$ cat src/rtl/calc_pkg.sv
// Shared calculator types: opcodes and accumulator FSM states.
// Also used by the operand-entry stage upstream.
package calc_pkg;
  localparam int CALC_N = 8;

  typedef enum logic [1:0] {
    LOAD = 2'd0,
    ADD  = 2'd1,
    SUB  = 2'd2,
    CLR  = 2'd3
  } calc_op_e;

  typedef enum logic [1:0] {
    IDLE = 2'd0,
    EXEC = 2'd1,
    RESP = 2'd2
  } calc_state_e;
endpackage

$ cat src/rtl/calc_accumulator_if.sv
// Request/response handshake bundle of the accumulator stage.
interface calc_accumulator_if
  import calc_pkg::*;
#(
  parameter int N = CALC_N
);
  logic          in_valid;
  logic          in_ready;
  calc_op_e      in_op;
  logic [N-1:0]  in_operand;
  logic          out_valid;
  logic          out_ready;
  logic [N-1:0]  out_data;
  logic          out_c;
  logic          out_v;
  logic          out_z;

  modport master (
    output in_valid, in_op, in_operand, out_ready,
    input  in_ready, out_valid, out_data, out_c, out_v, out_z
  );

  modport slave (
    input  in_valid, in_op, in_operand, out_ready,
    output in_ready, out_valid, out_data, out_c, out_v, out_z
  );
endinterface

$ cat src/rtl/calc_flag_gen.sv
// Next accumulator value and C/V/Z flags from the adder result.
// CALC_ACC_SAT_EN: clamp ADD overflow to all-ones and SUB borrow to zero.
module calc_flag_gen
  import calc_pkg::*;
#(
  parameter int N = CALC_N
) (
  input  calc_op_e     op,
  input  logic [N-1:0] a,
  input  logic [N-1:0] b,
  input  logic [N-1:0] sum,
  input  logic         carry_out,
  output logic [N-1:0] acc_nxt,
  output logic         c,
  output logic         v,
  output logic         z
);
  // b is already inverted for SUB, so one overflow formula covers both
  logic ovf;
  assign ovf = (a[N-1] == b[N-1]) && (sum[N-1] != a[N-1]);

  always_comb begin
    acc_nxt = '0;
    c       = 1'b0;
    v       = 1'b0;
    case (op)
      LOAD: acc_nxt = b;
      ADD: begin
        acc_nxt = sum;
        c       = carry_out;
        v       = ovf;
`ifdef CALC_ACC_SAT_EN
        if (carry_out) acc_nxt = '1;
`endif
      end
      SUB: begin
        acc_nxt = sum;
        c       = ~carry_out;
        v       = ovf;
`ifdef CALC_ACC_SAT_EN
        if (!carry_out) acc_nxt = '0;
`endif
      end
      default: acc_nxt = '0;
    endcase
    z = (acc_nxt == '0);
  end
endmodule

$ cat src/rtl/calc_accumulator.sv
// Accumulator stage behind the external ripple adder: IDLE -> EXEC -> RESP.
// Saturating build selected by CALC_ACC_SAT_EN (see calc_flag_gen).
module calc_accumulator
  import calc_pkg::*;
#(
  parameter int N = CALC_N
) (
  input  logic          clk,
  input  logic          rst,
  calc_accumulator_if.slave bus,
  output logic [N-1:0]  A,
  output logic [N-1:0]  B,
  output logic          Carry_in,
  input  logic [N-1:0]  Sum,
  input  logic          Carry_out
);
  calc_state_e  state, state_nxt;
  calc_op_e     op_q;
  logic [N-1:0] operand_q, acc_q;
  logic         c_q, v_q, z_q;

  logic [N-1:0] acc_nxt;
  logic         c_nxt, v_nxt, z_nxt;

  assign A        = acc_q;
  assign B        = (op_q == SUB) ? ~operand_q : operand_q;
  assign Carry_in = (op_q == SUB);

  calc_flag_gen #(.N(N)) u_flag_gen (
    .op        (op_q),
    .a         (A),
    .b         (B),
    .sum       (Sum),
    .carry_out (Carry_out),
    .acc_nxt   (acc_nxt),
    .c         (c_nxt),
    .v         (v_nxt),
    .z         (z_nxt)
  );

  always_ff @(posedge clk) begin
    if (rst) state <= IDLE;
    else     state <= state_nxt;
  end

  always_comb begin
    state_nxt = state;
    case (state)
      IDLE:    if (bus.in_valid) state_nxt = EXEC;
      EXEC:    state_nxt = RESP;
      RESP:    if (bus.out_ready) state_nxt = IDLE;
      default: state_nxt = IDLE;
    endcase
  end

  always_ff @(posedge clk) begin
    if (rst) begin
      op_q      <= LOAD;
      operand_q <= '0;
      acc_q     <= '0;
      c_q       <= 1'b0;
      v_q       <= 1'b0;
      z_q       <= 1'b0;
    end else begin
      if (state == IDLE && bus.in_valid) begin
        op_q      <= bus.in_op;
        operand_q <= bus.in_operand;
      end
      if (state == EXEC) begin
        acc_q <= acc_nxt;
        c_q   <= c_nxt;
        v_q   <= v_nxt;
        z_q   <= z_nxt;
      end
    end
  end

  // in_ready is gated by rst so nothing looks acceptable during reset
  assign bus.in_ready  = (state == IDLE) && !rst;
  assign bus.out_valid = (state == RESP);
  assign bus.out_data  = acc_q;
  assign bus.out_c     = c_q;
  assign bus.out_v     = v_q;
  assign bus.out_z     = z_q;
endmodule

$ cat src/flat_wrapper.sv
// flat-port wrapper written by rule: the top's interface ports become plain ports
module calc_accumulator_flat import calc_pkg::*;
#(
  parameter int N = CALC_N
)
  (clk, rst, A, B, Carry_in, Sum, Carry_out, bus_in_valid, bus_in_op, bus_in_operand, bus_out_ready, bus_in_ready, bus_out_valid, bus_out_data, bus_out_c, bus_out_v, bus_out_z);
  calc_accumulator_if #(.N(N)) bus_i ();
  input  logic clk;
  input  logic rst;
  output logic [N-1:0] A;
  output logic [N-1:0] B;
  output logic Carry_in;
  input  logic [N-1:0] Sum;
  input  logic Carry_out;
  input wire logic [$bits(bus_i.in_valid)-1:0] bus_in_valid;
  input wire logic [$bits(bus_i.in_op)-1:0] bus_in_op;
  input wire logic [$bits(bus_i.in_operand)-1:0] bus_in_operand;
  input wire logic [$bits(bus_i.out_ready)-1:0] bus_out_ready;
  output wire logic [$bits(bus_i.in_ready)-1:0] bus_in_ready;
  output wire logic [$bits(bus_i.out_valid)-1:0] bus_out_valid;
  output wire logic [$bits(bus_i.out_data)-1:0] bus_out_data;
  output wire logic [$bits(bus_i.out_c)-1:0] bus_out_c;
  output wire logic [$bits(bus_i.out_v)-1:0] bus_out_v;
  output wire logic [$bits(bus_i.out_z)-1:0] bus_out_z;
  assign bus_i.in_valid = bus_in_valid;
  assign bus_i.in_op = bus_in_op;
  assign bus_i.in_operand = bus_in_operand;
  assign bus_i.out_ready = bus_out_ready;
  assign bus_in_ready = bus_i.in_ready;
  assign bus_out_valid = bus_i.out_valid;
  assign bus_out_data = bus_i.out_data;
  assign bus_out_c = bus_i.out_c;
  assign bus_out_v = bus_i.out_v;
  assign bus_out_z = bus_i.out_z;
  calc_accumulator #(.N(N)) u_core (.clk(clk), .rst(rst), .bus(bus_i), .A(A), .B(B), .Carry_in(Carry_in), .Sum(Sum), .Carry_out(Carry_out));
endmodule
$ cat config.mk
export PLATFORM = sky130hd
export DESIGN_NAME = calc_accumulator_flat
export DESIGN_NICKNAME = d
export VERILOG_FILES = /design/src/rtl/calc_pkg.sv /design/src/rtl/calc_accumulator_if.sv /design/src/rtl/calc_flag_gen.sv /design/src/rtl/calc_accumulator.sv /design/src/flat_wrapper.sv
export SDC_FILE = /design/constraint.sdc
export NUM_CORES = 1
export LEC_CHECK = 0
export ABC_AREA = 1
export ABC_CLOCK_PERIOD_IN_PS = 3700
export CORE_MARGIN = 2
export CORE_UTILIZATION = 45
export CTS_CLUSTER_DIAMETER = 80
export DETAILED_ROUTE_END_ITERATION = 8
export PLACE_DENSITY = 0.84
export SLEW_MARGIN = 20
export SYNTH_ARGS = -nofsm -noshare
export SYNTH_HDL_FRONTEND = slang
export SYNTH_SLANG_ARGS = --single-unit
$ cat constraint.sdc
create_clock -name clk -period 3.7 [get_ports clk]
set_input_delay 0.74 -clock clk [delete_from_list [all_inputs] [get_ports clk]]
set_output_delay 0.74 -clock clk [all_outputs]
set_load 0.01 [all_outputs]
==> reports/summary.txt <==
Antenna diodes = 0
max_cap viols = 0
final WL = 2680 microns
Synth area leaders = dfxtp_1 37%, nand2_1 14%, a21oi_1 8.4%
# nets final = 248
yosys warns = 0
hold_buf cts = 0
Finished Core Util = 0.644
post-route cell area = 1730 sq um
multi-input logic area = 611 sq um
reg-to-reg endpoint = u_core.bus.out_z
Max FO, Critical Path = 10
fin crit share = 0.777
layout cells sized above 1 = 0.0545
peak supply drop = 250 uV
core footprint = 2690 sq um
drt initial violations = 29
global-route wire length before repair = 4410 microns
clock-pin slew on the worst setup and hold paths = 0.13 ns
antenna violations before repair = 0
Worst-Margin Slew = 0.570 ns
number of global-route vias before repair = 1067
Worst EP required = 2.96 ns
htree depth = 1
hold path depth = 2
slowest CP cell = clkdlybuf4s50_1
Worst R2R Path Depth = 10
worst skew pair latency = 0.30 ns
detailed placement HPWL = 2130 microns
Slew Limit Fails = 0
Post-CTS Setup Bufs = 0
WS Path Type = reg2out
IO buf count = 52
Post-CTS Resized = 0
Fillers = 250
flops & latches, synth = 23
Max stage delay on crit path = 0.54 ns
drt via density = 4.74
die area = 3210 sq um
Die Wd = 56.7 microns
Post-synth EDFFs = 0
Routed Antenna Nets = 0
main flop type after synthesis = dfxtp_1
CP startpoint kind = flop
fraction of registers with async set/reset = 0
Hold Crit Class = reg2reg
setup slack, reg-to-reg = 1.91 ns
post-synthesis cell count = 179
Avg WL per Cell = 10.7 microns
clk buf depth = 2
Worst slew margin = 0.619
Synth top area share = 0.369
Worst setup EP type = output pin
Total GRT Usage = 0.170
pre-CTS WS = 0.988 ns
placed instance count = 247
Root Driver = clkbuf_4
Leak Pwr = 0.734 nW
Layout Cells excl Fill = 251
grt ovf = 0
Seq/Total Area, Yosys = 0.369
DP Area = 1700 sq um
top cells by instance count after synthesis = 46 x nand2_1, 23 x dfxtp_1, 21 x a21oi_1, 20 x o21ai_0, 16 x inv_1
Hold Path End = u_core.operand_q[3]
Final Hold Fails = 0
Syn Std Cell Area = 1250 sq um
fin crit period = 2.87 ns
most numerous cell in the Yosys netlist = nand2_1
cells along the critical path = inv_1 -> ha_1 -> inv_8 -> nand2_2 -> and2_1 -> clkdlybuf4s50_1
clock net sink count = 23
via count = 1189
run status = finished clean
Starting Density = 0.464
endpoints failing setup = 0
Fmax = 348 MHz
Final Skew = 0.00173 ns
count of cell types in the netlist = 18
final worst setup slack = 0.827 ns
Worst Path Buf+Inv = 3
TritonRoute pass-1 iters = 4
cell family with most CP delay = buffers and inverters
critical path data arrival time = 2.13 ns
CTS Buf Count = 3
CTS tree = yes
area grow syn2layout = 38.6%
post-synth top area cell = dfxtp_1
cell area power density = 352 nW/um^2
RSZ-0062 raised after global routing = false
Worst Min Path Start = u_core.operand_q[3]
DRC = 0
Die Y = 56.7 microns
syn avg cell area = 6.97 sq um
GPL Wtd Cong = 0.857
reg2reg start = u_core.op_q[0]
Cell Rows = 19
FF+latch area = 460 sq um
largest net degree at the start of global routing = 22
Sum Neg Setup Slack = 0 ns
Ports = 53
synthesized net count = 206
[per-stage QoR]
stage | hold slack [ns] | power [mW]
4_1_cts | 0.484 | 0.615
5_1_grt | 0.508 | 0.651
2_1_floorplan | 0.444 | 0.413
3_5_place_dp | 0.464 | 0.502
3_3_place_gp | 0.457 | 0.498
6_report | 0.484 | 0.609
[logic make-up (layout without fill, tap and decap cells)]
group | count (synthesis) | count (layout) | synth area share
AO/OA/AOI/OAI | 43 | 43 | 0.176
adder cells (fa/ha/maj) | 4 | 4 | 0.0401
buffers and inverters | 32 | 73 | 0.141
flip-flops | 23 | 23 | 0.369
AND/OR/NAND/NOR | 77 | 77 | 0.274
[how the worst max path moves through the flow]
| stage | to | slack, ns | depth (start not counted) | from |
|---|---|---|---|---|
| 2_1_floorplan | B[7] | 1.86 | 6 | u_core.op_q[0] |
| 3_3_place_gp | bus_in_ready | 1.01 | 3 | rst |
| 3_5_place_dp | bus_in_ready | 0.99 | 3 | rst |
| 4_1_cts | B[7] | 0.81 | 6 | u_core.op_q[0] |
| 5_1_grt | B[7] | 0.68 | 6 | u_core.op_q[0] |
| 6_report | B[7] | 0.83 | 6 | u_core.op_q[0] |
[per-layer routing]
layer | track usage | up-vias | routed length [microns] | part of all wire
li1 | - | 647 | - | -
met1 | 0.222 | 505 | 1210 | 0.45
met2 | 0.286 | 35 | 1260 | 0.47
met3 | 0.0369 | 2 | 192 | 0.072
met4 | 0.0408 | 0 | 15 | 0.0056
met5 | 0 | - | 0 | 0
[state kept, by name (all words and copies together), names as in the netlist]
name and flops:
u_core.A 8, u_core.bus.out_c 1, u_core.bus.out_v 1, u_core.bus.out_z 1
u_core.op_q 2, u_core.operand_q 8, u_core.state 2
[layout by cell type (no fill, tap or decap), types with 2 or more instances in the layout]
master,netlist,routed
ha_1,4,4
dfxtp_1,23,23
nand2_2,4,4
nand3_2,2,2
nand2_1,46,46
o21ai_0,20,20
nor2_1,9,9
nand3_1,7,7
clkbuf_4,0,3
a21oi_1,21,21
clkdlybuf4s50_1,0,52
and2_1,8,8
inv_1,16,16
[final cells by class]
class / count / share of cell area
clock buffer: 3 / 0.0130
clock inverter: 1 / 0.00289
inverter: 17 / 0.0412
multi-input combinational: 124 / 0.353
sequential: 23 / 0.266
tap: 31 / 0.0224
timing repair buffer: 52 / 0.301
[power by group]
part	switching, mW	internal (mW)	total [mW]
Clock	0.0740	0.0403	0.114
Sequential	0.0120	0.267	0.279
Combinational	0.106	0.110	0.216
Total	0.191	0.417	0.609
[tightest hold or removal path, stage by stage (launching register included)]
cell and delay (ns):
dfxtp_1 0.33, inv_1 0.06, a21oi_1 0.06
No activity file was read; power rests on OpenSTA's default activity.
